==> config.mk <==
export PLATFORM = sky130hd
export DESIGN_NAME = lsi_vic_flat
export DESIGN_NICKNAME = d
export VERILOG_FILES = /design/src/rtl/lsi_vic_pkg.sv /design/src/rtl/lsi_vic_if.sv /design/src/rtl/lsi_vic_prio.sv /design/src/rtl/lsi_vic.sv /design/src/flat_wrapper.sv
export SDC_FILE = /design/constraint.sdc
export NUM_CORES = 1
export LEC_CHECK = 0
export ABC_AREA = 0
export CAP_MARGIN = 40
export CORE_ASPECT_RATIO = 0.75
export CORE_MARGIN = 2
export CORE_UTILIZATION = 33
export CTS_BUF_LIST = sky130_fd_sc_hd__clkbuf_16
export CTS_CLUSTER_SIZE = 40
export DETAILED_ROUTE_END_ITERATION = 12
export GPL_ROUTABILITY_DRIVEN = 0
export PLACE_DENSITY = 0.76
export RECOVER_POWER = 50
export SLEW_MARGIN = 20
export SYNTH_ARGS = -nofsm -noshare
export SYNTH_HDL_FRONTEND = slang
export SYNTH_HIERARCHICAL = 1
export SYNTH_SLANG_ARGS = --single-unit
==> constraint.sdc <==
create_clock -name vm_clk_p -period 1.8 [get_ports vm_clk_p]
set_input_delay 0.36 -clock vm_clk_p [delete_from_list [all_inputs] [get_ports vm_clk_p]]
set_output_delay 0.36 -clock vm_clk_p [all_outputs]
set_load 0.01 [all_outputs]
==> src/rtl/lsi_vic_pkg.sv <==
// Shared types and constants for the LSI-11 vectored interrupt controller.
package lsi_vic_pkg;

  localparam int unsigned MaxSrc = 16;
  localparam int unsigned VecW   = 16;

  localparam logic [VecW-1:0] VecSpurDflt = 16'o000074;

  typedef enum logic [2:0] {
    StIdle,
    StArb,
    StAck,
    StSpur,
    StWdrop
  } vic_state_e;

endpackage

==> src/rtl/lsi_vic_if.sv <==
// Interrupt-acknowledge vector handshake between the LSI-11 core and the VIC.
interface lsi_vic_if;
  import lsi_vic_pkg::*;

  logic            wbi_stb_i;
  logic            wbi_ack_o;
  logic [VecW-1:0] wbi_dat_o;

  modport master (output wbi_stb_i, input wbi_ack_o, input wbi_dat_o);
  modport slave  (input wbi_stb_i, output wbi_ack_o, output wbi_dat_o);

endinterface

==> src/rtl/lsi_vic_prio.sv <==
// Fixed-priority encoder: lowest asserted request index wins.
module lsi_vic_prio #(
  parameter int unsigned N    = 8,
  parameter int unsigned IdxW = (N > 1) ? $clog2(N) : 1
) (
  input  logic [N-1:0]    req_i,
  output logic [IdxW-1:0] idx_o,
  output logic            vld_o
);

  // Scan downwards so the lowest set index is the last one written.
  always_comb begin
    idx_o = '0;
    vld_o = 1'b0;
    for (int i = int'(N) - 1; i >= 0; i--) begin
      if (req_i[i]) begin
        idx_o = IdxW'(i);
        vld_o = 1'b1;
      end
    end
  end

endmodule

==> src/rtl/lsi_vic.sv <==
// Vectored interrupt controller for the LSI-11 interrupt-acknowledge port.
// Optional: define LSI_VIC_SPURIOUS_EN to answer spurious strobes with VEC_SPUR.
module lsi_vic
  import lsi_vic_pkg::*;
#(
  parameter int unsigned     N        = 8,
  parameter logic [VecW-1:0] VEC_SPUR = VecSpurDflt
) (
  input  logic              vm_clk_p,
  input  logic              vm_rst_n,
  input  logic [N-1:0]      irq_i,
  input  logic [VecW*N-1:0] vec_i,
  output logic [N-1:0]      iack_o,
  output logic              vm_virq,
  lsi_vic_if.slave          wbi
);

  localparam int unsigned IdxW = (N > 1) ? $clog2(N) : 1;

  if (N < 1 || N > MaxSrc || VEC_SPUR[1:0] != 2'b00) begin : gen_bad_cfg
    $error("lsi_vic: N out of range or VEC_SPUR not word aligned");
  end

  vic_state_e      state_q, state_d;
  logic [IdxW-1:0] win_idx_q, win_idx_d, prio_idx;
  logic            win_vld_q, win_vld_d, prio_vld;
  logic            virq_q, ack_q, ack_d;
  logic [N-1:0]    iack_q, iack_d;
  logic [VecW-1:0] dat_q, dat_d, vec_sel;

  lsi_vic_prio #(
    .N    (N),
    .IdxW (IdxW)
  ) u_prio (
    .req_i (irq_i),
    .idx_o (prio_idx),
    .vld_o (prio_vld)
  );

  always_comb begin
    vec_sel = '0;
    for (int k = 0; k < int'(N); k++) begin
      if (win_idx_q == IdxW'(k)) vec_sel = vec_i[k*VecW +: VecW];
    end
  end

  always_comb begin
    state_d   = state_q;
    win_idx_d = win_idx_q;
    win_vld_d = win_vld_q;
    ack_d     = 1'b0;
    iack_d    = '0;
    dat_d     = dat_q;
    unique case (state_q)
      StIdle: if (wbi.wbi_stb_i) state_d = StArb;
      StArb: begin
        win_idx_d = prio_idx;
        win_vld_d = prio_vld;
        state_d   = prio_vld ? StAck : StSpur;
      end
      StAck: begin
        ack_d = 1'b1;
        for (int k = 0; k < int'(N); k++) begin
          iack_d[k] = win_vld_q && (win_idx_q == IdxW'(k));
        end
        dat_d   = vec_sel & ~VecW'(3);
        state_d = StWdrop;
      end
      StSpur: begin
`ifdef LSI_VIC_SPURIOUS_EN
        ack_d = 1'b1;
        dat_d = VEC_SPUR;
`endif
        state_d = StWdrop;
      end
      // One vector per strobe: hold here until the core releases it.
      StWdrop: if (!wbi.wbi_stb_i) state_d = StIdle;
      default: state_d = StIdle;
    endcase
  end

  always_ff @(posedge vm_clk_p or negedge vm_rst_n) begin
    if (!vm_rst_n) begin
      state_q   <= StIdle;
      win_idx_q <= '0;
      win_vld_q <= 1'b0;
      virq_q    <= 1'b0;
      ack_q     <= 1'b0;
      iack_q    <= '0;
      dat_q     <= '0;
    end else begin
      state_q   <= state_d;
      win_idx_q <= win_idx_d;
      win_vld_q <= win_vld_d;
      virq_q    <= |irq_i;
      ack_q     <= ack_d;
      iack_q    <= iack_d;
      dat_q     <= dat_d;
    end
  end

  assign vm_virq       = virq_q;
  assign iack_o        = iack_q;
  assign wbi.wbi_ack_o = ack_q;
  assign wbi.wbi_dat_o = dat_q;

endmodule

==> src/flat_wrapper.sv <==
// flat-port wrapper written by rule: the top's interface ports become plain ports
module lsi_vic_flat import lsi_vic_pkg::*;
#(
  parameter int unsigned     N        = 8,
  parameter logic [VecW-1:0] VEC_SPUR = VecSpurDflt
)
  (vm_clk_p, vm_rst_n, irq_i, vec_i, iack_o, vm_virq, wbi_wbi_stb_i, wbi_wbi_ack_o, wbi_wbi_dat_o);
  lsi_vic_if wbi_i ();
  input  logic vm_clk_p;
  input  logic vm_rst_n;
  input  logic [N-1:0] irq_i;
  input  logic [VecW*N-1:0] vec_i;
  output logic [N-1:0] iack_o;
  output logic vm_virq;
  input wire logic [$bits(wbi_i.wbi_stb_i)-1:0] wbi_wbi_stb_i;
  output wire logic [$bits(wbi_i.wbi_ack_o)-1:0] wbi_wbi_ack_o;
  output wire logic [$bits(wbi_i.wbi_dat_o)-1:0] wbi_wbi_dat_o;
  assign wbi_i.wbi_stb_i = wbi_wbi_stb_i;
  assign wbi_wbi_ack_o = wbi_i.wbi_ack_o;
  assign wbi_wbi_dat_o = wbi_i.wbi_dat_o;
  lsi_vic #(.N(N), .VEC_SPUR(VEC_SPUR)) u_core (.vm_clk_p(vm_clk_p), .vm_rst_n(vm_rst_n), .irq_i(irq_i), .vec_i(vec_i), .iack_o(iack_o), .vm_virq(vm_virq), .wbi(wbi_i));
endmodule
# Word level (Yosys, flattened, before mapping)
# Index checks and enable logic that the tools add are counted.
# W data, S select, Z words.
# word_totals
ff_bits	31
output_inout_bits	26
elab_cells	63
# op_classes
n_eq_ne	13
mux	30
n_reduce_logical	13
# ops
cell	count
$mux W16	8
$mux W3	10
$eq A3 B3 Y1 const B	5
$eq A3 B2 Y1 const B	4
$pmux W3 S4	1
$mux W1	10
$logic_and A1 B1 Y1	8
$mux W8	1
$reduce_or A8 Y1	1
$eq A3 B1 Y1 const B	2
$logic_not A3 Y1	2
$ne A2 B2 Y1 const B	2
$reduce_and A2 Y1	1
$reduce_or A2 Y1	1

# Longest topological paths before layout
# depth
word_depth	10
depth_mapped	7
depth_no_buf	4

# Modules after synthesis
# The synthesis kept the hierarchy.
# by_module_without_submodules
module	instances	cells_each	area_per_inst_um2	seq_area_each_um2
lsi_vic	1	203	2001.9	775.7
lsi_vic_prio	1	13	80.1	0.0

# Worst setup path after synthesis
# Ideal clock, no wire load.
# synth_timing
kind	register to register
start	register u_core.state_q[2]
end	register u_core.iack_q[0] (netlist: u_core/iack_o[0])
setup_ns	0.080
arrival_time_ns	1.354
slack_ns	0.366
stages_incl_launch_ff	5
period_less_slack_ns	1.434
cell_sequence	dfrtp_1 -> or3b_1 -> buf_6 -> or3_4 -> nor3_2
# synth_via
elab_chain_cells	2
# synth_rtl
element	line_no	text
from (decl)	lsi_vic.sv:24	vic_state_e state_q, state_d;
from (signal assigned)	lsi_vic.sv:84	state_q <= StIdle;
from (signal assigned)	lsi_vic.sv:92	state_q <= state_d;
$eq A3 B2 Y1	lsi_vic.sv:54	unique case (state_q)
$mux W8	lsi_vic.sv:54	
net u_core.iack_d[0]	lsi_vic.sv:28	logic [N-1:0] iack_q, iack_d;
to (signal assigned)	lsi_vic.sv:97	iack_q <= iack_d;
to (decl)	lsi_vic.sv:28	
# The timed path passes the listed nets, and every way through them passes these cells.
# A chain may end at the register's enable or synchronous reset.

# Worst setup path after layout
# layout_timing
start	register u_core.state_q[2]
end	register u_core.iack_q[2] (netlist: u_core/iack_o[2])
# Same word-level chain as after synthesis.

==> reports/qor.json <==
{
  "htree_levels": 2,
  "placement_rows": 25,
  "final_layout_size_suffix_gt1_share_pct": 15.0,
  "cts_tree": "yes",
  "wl_per_cell_um": 15.9,
  "cp_max_fo": 15,
  "timing.max_slew.rel_slack_pct": 35.3,
  "clk_transition_reported_paths_ns": 0.05,
  "ys_seq_elements": 31,
  "floorplan.io_pins": 165,
  "postSynthCellCount": 216,
  "final-hold-violation-count": 0,
  "core_area_mm2": 0.00619,
  "grt_overflow_total": 0,
  "drcViolationCount": 0,
  "timing.setup.critical_path_class": "flop to flop",
  "vias_in_the_first_global_route": 2289,
  "die-width_um": 95.7,
  "max_slew.worst_pin.slew_ns": 0.970,
  "status": "complete, no violations",
  "mostFrequentLayoutCells": "clkdlybuf4s50_1 (140), nand2_1 (32), mux2_2 (30), dfrtp_1 (30), o221ai_1 (26)",
  "setup.worst_path.start_class": "flop",
  "nFillCells": 564,
  "finalSetupViolations": 0,
  "fin_area_mm2": 0.00380,
  "synth_enable_flop_cells": 0,
  "footprint_of_the_flip_flops_and_latches_um2": 777,
  "net-switching-power_w": 0.00146,
  "fmax_ghz": 0.617,
  "final_routed_wirelength_um": 7140,
  "num-nets-final": 506,
  "synth-async-reset-ratio_pct": 100,
  "port_buffers": 146,
  "tritoncts.num_buffers": 5,
  "worst_setup_path_end_kind": "flop",
  "synthesis.area_mm2": 0.00208,
  "detail_route.first_pass.iterations": 4,
  "maxCapViolCount": 0,
  "antenna_violating_nets_post_route": 0,
  "number_of_antenna_violations_at_the_first_check_in_global_routing": 0,
  "fp.dieH_um": 72.8,
  "place_ws_ns": -0.0194,
  "die_area_mm2": 0.00697,
  "flow.area_growth_from_synthesis_pct": 82.8,
  "setup_ws_ns": 0.180,
  "synth_cell_types": 35,
  "grt_use_total_pct": 20.7,
  "hpwl_um": 5780,
  "pins_over_their_slew_limit": 0,
  "fin_setup_tns_ns": 0,
  "multi_input_comb_area_mm2": 0.00118,
  "worst_clock_skew_ns": 0.00379,
  "combinationalPowerShare_pct": 53.1,
  "cp.required_ns": 1.98,
  "share_seq_of_total_power_pct": 28.2,
  "power.density_cell_area_mw_per_mm2": 1070,
  "clock_power_share_pct": 18.7,
  "post_synthesis_cell_type_with_the_largest_combined_area": "dfrtp_1",
  "detailedRoute.firstIterationViolations": 96,
  "final.hold.worst_slack_ns": 0.481,
  "post-route-period-util_pct": 90.0,
  "grt_start_max_net_pins": 20,
  "clockBufferDepth": 2,
  "syn-mean-instance-area_um2": 9.64,
  "worst_hold_path_type": "flop to flop",
  "antenna_cells_inserted": 0,
  "switching_share_pct": 35.6,
  "most_common_cell_after_layout_fill_and_taps_aside": "clkdlybuf4s50_1",
  "yosysWarningCount": 6,
  "cts_hold_buffers": 0,
  "synthDominantCellAreaShare_pct": 37.3,
  "route.vias.total": 2281,
  "p_int_w": 0.00263,
  "detail_route.vias_per_cell": 5.09,
  "critPathArrivalTime_ns": 1.80,
  "wire_length_of_the_first_global_routing_pass_um": 11000,
  "clock_latency_on_the_worst_skew_pair_ns": 0.27,
  "synth.yosys.seq_area_share_pct": 37.3,
  "synthTopCellsByArea": "dfrtp_1 (37%), mux2_2 (16%), o221ai_1 (11%), mux2i_1 (6.7%), nand2_1 (5.8%)",
  "min_period_ns": 1.62,
  "cts_repair_resize_count": 0,
  "clock_tree_sinks": 31,
  "ys.flop_type": "dfrtp_1",
  "vdd_drop_max_mv": 0.489,
  "grt_setup_unrepaired": "false",
  "clock_tree.root_cell": "clkbuf_16",
  "cell_area_placed_mm2": 0.00369,
  "power.leakage_nw": 1.50,
  "initial_utilization_pct": 33.6,
  "cts_setup_buffers": 0
}
==> cell type report <==
cell class              instances  share of cell area [%]
repair buffers                162                    41.9
multi-input cells             164                    31.1
flip-flops and latches         31                    20.4
clock buffers                   5                    3.29
well taps                      81                    2.66
inverters                       3                   0.329
clock inverters                 2                   0.230
==> kinds of logic after synthesis <==
family	after synthesis	share of synthesized area [%]
AO/OA/AOI/OAI	54	18.4
buffers and inverters	22	5.77
flip-flops	31	37.3
multiplexers	44	23.0
other	1	0.180
AND/OR/NAND/NOR	64	15.4
==> routing by layer <==
metal | track usage [%] | up-vias | routed length (µm)
met5 | 0 | - | 0
met4 | 4.60 | 0 | 80
met3 | 5.68 | 6 | 527
met2 | 35.5 | 88 | 3610
met1 | 26.2 | 1074 | 2920
li1 | - | 1113 | -
==> synth_stat cells (all sizes together) (2+ instances only) <==
cell type	n
nand3	2
dfrtp	31
nand2	32
mux2	30
nor2b	2
a211oi	2
clkbuf	6
buf	13
inv	2
nand2b	5
o21ai	18
nor4	4
mux2i	14
o221ai	26
nor3b	2
nor2	9
a21oi	4
nor3	3
==> power groups by stage <==
| stage | combinational [W] | sequential, W | clock, W |
|---|---|---|---|
| after floorplan | 0.00118 | 0.00115 | 0 |
| final | 0.00217 | 0.00115 | 0.000763 |
| after detailed placement | 0.00219 | 0.00116 | 0 |
| after CTS | 0.00220 | 0.00116 | 0.000786 |
| after global placement | 0.00215 | 0.00115 | 0 |
| after global routing | 0.00236 | 0.00120 | 0.000818 |
==> state kept, by name (all words and copies together), names as in the netlist <==
name,cells
u_core/vm_virq,1
u_core/wbi.wbi_ack_o,1
u_core/wbi.wbi_dat_o,14
u_core/iack_o,8
u_core/win_vld_q,1
u_core/state_q,3
u_core/win_idx_q,3
==> critical path: stages (launching register included) <==
cell      delay [ns]
dfrtp_1         0.41
or3b_1          0.49
clkinv_2        0.24
nand3_1         0.19
nor3_1          0.20
==> final timing paths <==
kind	cells past startpoint	start	slack, ns	to
setup / recovery	4	u_core/state_q[2]	0.18	u_core/iack_o[2]
hold reg to reg	2	u_core/wbi.wbi_dat_o[7]	0.48	u_core/wbi.wbi_dat_o[7]
min in group asynchronous	2	vm_rst_n	0.70	u_core/wbi.wbi_dat_o[12]
max in group asynchronous	2	vm_rst_n	0.34	u_core/win_idx_q[1]
setup reg to reg	4	u_core/state_q[2]	0.18	u_core/iack_o[2]
hold / removal	2	u_core/wbi.wbi_dat_o[7]	0.48	u_core/wbi.wbi_dat_o[7]
==> stage by stage <==
| step | cells | total power, W | utilization, % |
|---|---|---|---|
| 6_report | 448 | 0.00409 | 61.4 |
| 5_1_grt | 448 | 0.00438 | 61.4 |
| 4_1_cts | 448 | 0.00414 | 61.7 |
| 3_5_place_dp | 441 | 0.00335 | 59.5 |
| 3_3_place_gp | 441 | 0.00330 | 59.5 |
| 2_1_floorplan | 217 | 0.00233 | - |
No activity file was read; power rests on OpenSTA's default activity.
